--- config.mk ---
export PLATFORM = sky130hd
export DESIGN_NAME = sqrt
export DESIGN_NICKNAME = d
export VERILOG_FILES = /design/src/rtl/sqrt_pkg.sv /design/src/rtl/sqrt_step.sv /design/src/rtl/sqrt.sv
export SDC_FILE = /design/constraint.sdc
export NUM_CORES = 1
export LEC_CHECK = 0
export CORE_ASPECT_RATIO = 0.8
export CORE_MARGIN = 2
export CORE_UTILIZATION = 57
export DETAILED_ROUTE_END_ITERATION = 12
export PLACE_DENSITY_LB_ADDON = 0.05
export SETUP_SLACK_MARGIN = 0.5
export SLEW_MARGIN = 20
export SYNTH_ARGS = -nofsm -noshare
export SYNTH_HDL_FRONTEND = slang
export SYNTH_HIERARCHICAL = 1
export SYNTH_SLANG_ARGS = --single-unit
export TNS_END_PERCENT = 50
--- constraint.sdc ---
create_clock -name clk -period 3.06 [get_ports clk]
set_input_delay 0.612 -clock clk [delete_from_list [all_inputs] [get_ports clk]]
set_output_delay 0.612 -clock clk [all_outputs]
set_load 0.1 [all_outputs]
--- src/rtl/sqrt_pkg.sv ---
// Shared definitions for the iterative square-root block: FSM state codes and
// default radicand width.
package sqrt_pkg;

    localparam int DIN_W_DEF = 32;

    typedef enum logic [3:0] {
        IDLE = 4'd0,
        LOAD = 4'd1,
        CALC = 4'd2,
        DONE = 4'd3
    } state_t;

endpackage

--- src/rtl/sqrt_step.sv ---
// One combinational digit-by-digit square-root iteration: brings down the next
// radicand bit pair, tries (root<<2)|1 against the remainder, emits one root bit.
module sqrt_step
    import sqrt_pkg::*;
#(
    parameter int DOUT_W = DIN_W_DEF / 2
) (
    input  logic [DOUT_W+1:0] rem_in,
    input  logic [DOUT_W-1:0] root_in,
    input  logic [1:0]        bits_in,
    output logic [DOUT_W+1:0] rem_out,
    output logic [DOUT_W-1:0] root_out
);

    logic [DOUT_W+1:0] rem_sh;
    logic [DOUT_W+1:0] trial;
    logic              take;

    // The incoming remainder never exceeds 2*root, so its top two bits are
    // always zero before the shift and can be dropped.
    logic unused_rem_hi;
    assign unused_rem_hi = ^rem_in[DOUT_W+1:DOUT_W];

    assign rem_sh   = {rem_in[DOUT_W-1:0], bits_in};
    assign trial    = {root_in, 2'b01};
    assign take     = (rem_sh >= trial);
    assign rem_out  = take ? (rem_sh - trial) : rem_sh;
    assign root_out = {root_in[DOUT_W-2:0], take};

endmodule

--- src/rtl/sqrt.sv ---
// Sequential integer square root, one root bit per enabled cycle, MSB first.
// Define SQRT_ROUND_EN to round the result to nearest instead of flooring.
//
// state | meaning
// IDLE  | wait for enable
// LOAD  | capture din, clear remainder/root, arm down-counter
// CALC  | one root bit per enabled cycle until counter reaches 0
// DONE  | dout holds the new result, valid high for this cycle only
module sqrt
    import sqrt_pkg::*;
#(
    parameter int DIN_W = DIN_W_DEF
) (
    input  logic                 clk,
    input  logic                 reset,
    input  logic                 enable,
    input  logic [DIN_W-1:0]     din,
    output logic [DIN_W/2-1:0]   dout,
    output logic [3:0]           cstate,
    output logic                 valid
);

    localparam int DOUT_W = DIN_W / 2;
    localparam int CNT_W  = (DOUT_W > 1) ? $clog2(DOUT_W) : 1;

    if (DIN_W % 2 != 0) begin : g_din_w_odd
        $error("sqrt: DIN_W must be even");
    end

    state_t            state;
    state_t            state_nxt;
    logic [DIN_W-1:0]  operand;
    logic [DOUT_W+1:0] rem;
    logic [DOUT_W-1:0] root;
    logic [CNT_W-1:0]  cnt;
    logic [DOUT_W+1:0] rem_nxt;
    logic [DOUT_W-1:0] root_nxt;
    logic [DOUT_W-1:0] result;

    sqrt_step #(
        .DOUT_W (DOUT_W)
    ) u_step (
        .rem_in   (rem),
        .root_in  (root),
        .bits_in  (operand[DIN_W-1 -: 2]),
        .rem_out  (rem_nxt),
        .root_out (root_nxt)
    );

`ifdef SQRT_ROUND_EN
    // n - r*r > r means n is nearer (r+1)^2; an all-ones root cannot step up.
    assign result = ((rem_nxt > {2'b00, root_nxt}) && (root_nxt != '1))
                  ? root_nxt + {{(DOUT_W-1){1'b0}}, 1'b1}
                  : root_nxt;
`else
    assign result = root_nxt;
`endif

    always_ff @(posedge clk) begin
        if (reset) begin
            state <= IDLE;
        end else begin
            state <= state_nxt;
        end
    end

    always_comb begin
        state_nxt = state;
        case (state)
            IDLE:    if (enable) state_nxt = LOAD;
            LOAD:    state_nxt = CALC;
            CALC:    if (enable && (cnt == '0)) state_nxt = DONE;
            DONE:    state_nxt = IDLE;
            default: state_nxt = IDLE;
        endcase
    end

    always_ff @(posedge clk) begin
        if (reset) begin
            operand <= '0;
            rem     <= '0;
            root    <= '0;
            cnt     <= '0;
            dout    <= '0;
            valid   <= 1'b0;
        end else begin
            valid <= (state_nxt == DONE);
            case (state)
                LOAD: begin
                    operand <= din;
                    rem     <= '0;
                    root    <= '0;
                    cnt     <= CNT_W'(DOUT_W - 1);
                end
                CALC: begin
                    if (enable) begin
                        operand <= {operand[DIN_W-3:0], 2'b00};
                        rem     <= rem_nxt;
                        root    <= root_nxt;
                        cnt     <= cnt - CNT_W'(1);
                        if (cnt == '0) begin
                            dout <= result;
                        end
                    end
                end
                default: ;
            endcase
        end
    end

    assign cstate = state;

endmodule

==> qor.csv, run 1 <==
metric;value;unit
synthCells;503;
place_hpwl;7573;um
worst_setup_path_end_kind;flip-flop;
hp-class;reg2reg;
critical_path_class;reg2reg;
antenna_left;0;
htreeDepth;3;
max_slew_margin;35.71;%
critPathTopFamily;compound AO/OA/AOI/OAI gates;
place.gp.congestion;0.8706;
use_met3;5.837;%
worstPathBufferInverterCount;3;
rsz0062_at_grt;no;
grt_usage;26.17;%
cpPeakStageDelay;0.37;ns
clock_path_buffers;2;
cts_tree;yes;
wire_per_inst;17.75;um
use_met1;38.13;%
setup-violations-final;0;
drive_gt1_share;21.73;%
stdcell_area;5592;sq um
rows;29;
grt_antenna_before_repair;0;
portBuffers;55;
pwr-share-clk;35.8;%
internal-power;1.567;mW
dr_total_vias;4047;
grt_pass1_vias;3722;
area_growth;18.35;%
utilization;70.05;%
finalSetupTns;0;ns
cp_max_fo;7;
outcome;completed;
slew_viol_final;0;
grt_max_degree;51;
cts_root_buffer;clkbuf_8;
grt-ovfl-total;0;
crit_path_frequent_cell;a21o_1;
diodes;0;
clock.fmax;402.1;MHz
r2r_cells;11;
min_period;2.487;ns
vdd_drop_max;0.3361;mV
switching_share;25.33;%
die_y;85.43;um
nNetsFinal;593;
vias_per_cell;6.217;
fin_ws;0.5729;ns
core_area;7983;sq um
die_x;105.8;um
crit_slowest_cell;dfxtp_2;
crit_required;3.31;ns
startpoint_type;flip-flop;
fin_crit_sh;81.28;%
initial_core_util;59.18;%
dieArea;9038;sq um
p_per_area;375.4;nW/um^2
final_cells;651;
grt_busiest_layer;met2;
synth_warnings;6;
post-place-ws;0.2912;ns
finalHoldViolations;0;
placed_cell_area;5152;sq um
syn_avg_cell_area;9.393;sq um
synth.cell_area;4725;sq um
placed_cells;624;
use_met2;39.47;%
worstPathArrival;2.74;ns
cts_buffers;9;
cts_hold_buf;0;
grt_pass1_wl;18980;um
r2r-end;rem[10];
min_path_cells;2;
comb_power_share;8.4;%
clock-sinks;89;
max_cap_violations;0;
power_frac_seq;55.8;%
cts.clk_slew.worst_paths;0.09;ns
hp-start;dout[3];
io_pins;56;
wl;11550;um
drc;0;
regToRegStartpoint;root[9];
holdPathEnd;dout[3];
worst_pin_slew;0.9602;ns
fin_hold_ws;0.4714;ns
drt_pass1_iterations;5;
path_cells;inv_2 -> ha_4 -> buf_4 -> a21o_1 -> a21o_1 -> a21oi_4 -> o211ai_4 -> nor2_4 -> clkinv_4 -> mux2_4 -> a32o_1;
fin_skew;0.01271;ns
first_iter_violations;278;
r2r_setup_slack;0.57;ns
total_leakage_power;2.232;nW
p_sw;0.5316;mW
clk_latency;0.36;ns
finalPower;2.099;mW
## layout make-up
class                           count  area [sq um]
Timing Repair inverter              1         6.256
Multi-Input combinational cell    302          2574
Tap cell                          108         135.1
Sequential cell                    89          1805
Fill cell                         648          2391
Clock inverter                      5         40.04
Clock buffer                       11         141.4
Timing Repair Buffer               78         670.6
Inverter                           57         219.0
## power by group through the flow
stage,combinational [mW],clock (mW),sequential (mW)
3_3_place_gp,0.168,0,1.20
2_1_floorplan,0.0945,0,1.21
4_1_cts,0.174,0.764,1.17
5_1_grt,0.192,0.811,1.17
6_report,0.177,0.751,1.17
3_5_place_dp,0.170,0,1.20
## worst max path at each step
stage	slack [ns]	startpoint	endpoint	cells past startpoint
2_1_floorplan	0.65	root[3]	rem[10]	11
4_1_cts	0.50	root[9]	rem[12]	11
3_3_place_gp	0.36	root[0]	rem[6]	10
3_5_place_dp	0.29	root[1]	rem[5]	10
5_1_grt	0.49	root[12]	rem[10]	10
6_report	0.57	root[9]	rem[10]	11
## sequential cells by signal, summed over array words and instances (netlist names)
signal	cells
root	16
operand	32
rem	16
valid	1
cstate	4
dout	16
cnt	4
## cells in the final DEF (no fill, tap or decap), drive strengths merged, types with 3 or more instances in the layout
master	n
xor2	4
o21a	6
a211o	3
clkbuf	11
buf	44
clkinvlp	3
dfxtp	89
nor2b	7
nand2	11
o21ai	5
clkdlybuf4s50	34
xnor2	9
a21o	8
o211ai	4
o31ai	18
inv	58
mux2	9
nor2	9
nor3	7
or3	4
ha	20
nand4	19
a32o	34
a21oi	59
o221a	30
## worst reg2reg max path, cell delays in order, from the launching register on
cell and delay [ns]:
dfxtp_2 0.37, inv_2 0.05, ha_4 0.21, buf_4 0.15
a21o_1 0.20, a21o_1 0.18, a21oi_4 0.19, o211ai_4 0.12
nor2_4 0.22, clkinv_4 0.16, mux2_4 0.32, a32o_1 0.21
## routing by layer
layer	vias to the layer above	share of wire, %
met5	-	0
met4	0	1.2
met3	12	5.3
met2	127	44
met1	1960	50
li1	1948	-
## repair_timing
| item | in CTS | in global routing |
|---|---|---|
| pin swaps | 2 | 10 |
| buffers inserted | 2 | 8 |
| endpoints found under the setup margin | 9 | 14 |
| cloned | 1 | 0 |
| resized for setup | 15 | 29 |
(Power assumes the default switching activity.)
==> inputs of run 2 (changes only) <==
==> constraint.sdc (replaced) <==
create_clock -name clk -period 2.5 [get_ports clk]
set_input_delay 0.5 -clock clk [delete_from_list [all_inputs] [get_ports clk]]
set_output_delay 0.5 -clock clk [all_outputs]
set_load 0.1 [all_outputs]
==> run 2 against run 1 <==
  * Design area is 5.3% higher
  * Sequential power is 22% higher
  * Clock skew is 0.0054 ns higher
  * First-iteration DRC count is 5.4% lower
  * Non-clock buffer count is 21 higher
  * Die area stayed put
  * Register-to-register slack worse by 0.47 ns
  * Critical path type unchanged
==> qor.csv, run 2 (synthesized netlist as in run 1, its figures left out) <==
metric;value;unit;change
min_period;2.395;ns;was 2.487 ns
cts_root_buffer;clkbuf_8;;unchanged
p_per_area;453.4;nW/um^2;was 375.4 nW/um^2
clk_latency;0.36;ns;about the same
regMostFlops;operand;;unchanged
cts_hold_buf;0;;unchanged
worstPathBufferInverterCount;2;;was 3
grt_antenna_before_repair;0;;unchanged
first_iter_violations;263;;was 278
fin_skew;0.01809;ns;was 0.01271 ns
crit_slowest_cell;dfxtp_4;;was dfxtp_2
outcome;completed;;unchanged
critPathTopFamily;compound AO/OA/AOI/OAI gates;;unchanged
setup-violations-final;0;;unchanged
grt_max_degree;48;;was 51
hp-class;reg2reg;;unchanged
stdcell_area;5889;sq um;was 5592 sq um
grt_pass1_vias;3827;;was 3,722
finalHoldViolations;0;;unchanged
diodes;0;;unchanged
max_cap_violations;0;;unchanged
cp_max_fo;7;;unchanged
io_pins;56;;unchanged
cts_tree;yes;;unchanged
largest_reg_flops;32;;unchanged
finalSetupTns;0;ns;unchanged
rsz0062_at_grt;yes;;was no
grt-ovfl-total;0;;unchanged
fin_hold_ws;0.4719;ns;was 0.4714 ns
core_area;7983;sq um;unchanged
die_x;105.8;um;unchanged
drc;0;;unchanged
startpoint_type;flip-flop;;unchanged
final_common_cell;dfxtp_1;;unchanged
rows;29;;unchanged
area_growth;24.66;%;was 18.35%
holdPathEnd;dout[7];;was dout[3]
portBuffers;55;;unchanged
path_cells;inv_1 -> ha_4 -> a21o_1 -> a21oi_2 -> a2bb2oi_2 -> o211ai_4 -> nor2_4 -> clkinv_4 -> mux2_4 -> a32o_1;;was inv_2 -> ha_4 -> buf_4 -> a21o_1 -> a21o_1 -> a21oi_4 -> o211ai_4 -> nor2_4 -> clkinv_4 -> mux2_4 -> a32o_1
htreeDepth;3;;unchanged
worst_pin_slew;0.6569;ns;was 0.9602 ns
vdd_drop_max;0.2837;mV;was 0.3361 mV
grt_pass1_wl;19000;um;was 18,980 um
final_cell_mix;dfxtp_1, buf_4, a21oi_1;;was dfxtp_1, a21oi_1, inv_1
slew_viol_final;0;;unchanged
worst_setup_path_end_kind;flip-flop;;unchanged
fin_crit_sh;95.79;%;was 81.28%
antenna_left;0;;unchanged
grt_usage;25.88;%;was 26.17%
utilization;73.78;%;was 70.05%
r2r-end;rem[7];;was rem[10]
die_y;85.43;um;unchanged
final_cells;671;;was 651
vias_per_cell;6.073;;was 6.217
cts.clk_slew.worst_paths;0.10;ns;was 0.09 ns
place.gp.congestion;0.8624;;was 0.8706
placed_cells;630;;was 624
max_slew_margin;56.21;%;was 35.71%
wl;11400;um;was 11,550 um
dieArea;9038;sq um;unchanged
total_leakage_power;2.386;nW;was 2.232 nW
r2r_cells;10;;was 11
clock.fmax;417.6;MHz;was 402.1 MHz
regToRegStartpoint;root[13];;was root[9]
clock-sinks;89;;unchanged
worstPathArrival;2.64;ns;was 2.74 ns
nNetsFinal;614;;was 593
crit_required;2.75;ns;was 3.31 ns
cpPeakStageDelay;0.38;ns;was 0.37 ns
r2r_setup_slack;0.11;ns;was 0.57 ns
clock_path_buffers;2;;unchanged
cts_buffers;9;;unchanged
min_path_cells;2;;unchanged
placed_cell_area;5406;sq um;was 5152 sq um
wire_per_inst;16.98;um;was 17.75 um
hp-start;dout[7];;was dout[3]
drt_pass1_iterations;5;;unchanged
initial_core_util;59.18;%;unchanged
place_hpwl;7335;um;was 7573 um
dr_total_vias;4075;;was 4,047
drive_gt1_share;26.64;%;was 21.73%
critical_path_class;reg2reg;;unchanged
-- run 2: cell count changes in the layout (fill, tap and decap cells not counted), sizes merged --
| cell | before | now |
|---|---|---|
| buf | 44 | 65 |
| clkinvlp | 3 | 1 |
| bufinv | 0 | 1 |
| clkbuf | 11 | 10 |
| clkinv | 2 | 3 |
-- run 2: worst max path at each step --
stage | startpoint | to | cells past startpoint
floorplan | root[1] | rem[10] | 11
detailed placement | root[1] | rem[5] | 10
global route | root[5] | rem[7] | 11
global placement | root[7] | rem[5] | 10
finish | root[13] | rem[7] | 10
CTS | root[9] | rem[8] | 10
-- run 2: worst register-to-register path: stages (launching register included) --
cell	delay, ns
dfxtp_4	0.38
inv_1	0.07
ha_4	0.23
a21o_1	0.16
a21oi_2	0.17
a2bb2oi_2	0.24
o211ai_4	0.12
nor2_4	0.21
clkinv_4	0.17
mux2_4	0.34
a32o_1	0.20
-- run 2: final cells by class --
type / count / area, sq um
multi-input cells: 302 / 2659
fillers: 595 / 2093
flip-flops and latches: 89 / 1815
repair buffers: 99 / 853.3
inverters: 57 / 219.0
clock buffers: 10 / 137.6
well taps: 108 / 135.1
clock inverters: 5 / 63.81
repair inverters: 1 / 6.256
-- run 2: layer usage --
layer	global-route usage, %	vias to the layer above	part of all wire, %
met5	0	-	0
li1	-	1976	-
met4	6.938	0	1.0
met2	39.71	136	44
met1	37.71	1953	49
met3	4.455	10	5.6
-- run 2: timing repair --
action	4_1_cts	5_1_grt
setup endpoints to repair	18	18
gates cloned	1	0
pin swaps	15	7
buffers inserted	18	7
resized for setup	18	13
-- run 2: power by group --
part           switching, mW  internal (mW)
clock                  0.521          0.491
sequential           0.00909           1.42
combinational          0.117          0.109
-- run 2: through the flow --
step           power, mW  setup slack, ns
5_1_grt            2.770          0.08735
6_report           2.670           0.1052
3_3_place_gp       1.676          0.07765
3_5_place_dp       1.679          0.02692
4_1_cts            2.694           0.1789
2_1_floorplan      1.601           0.2167
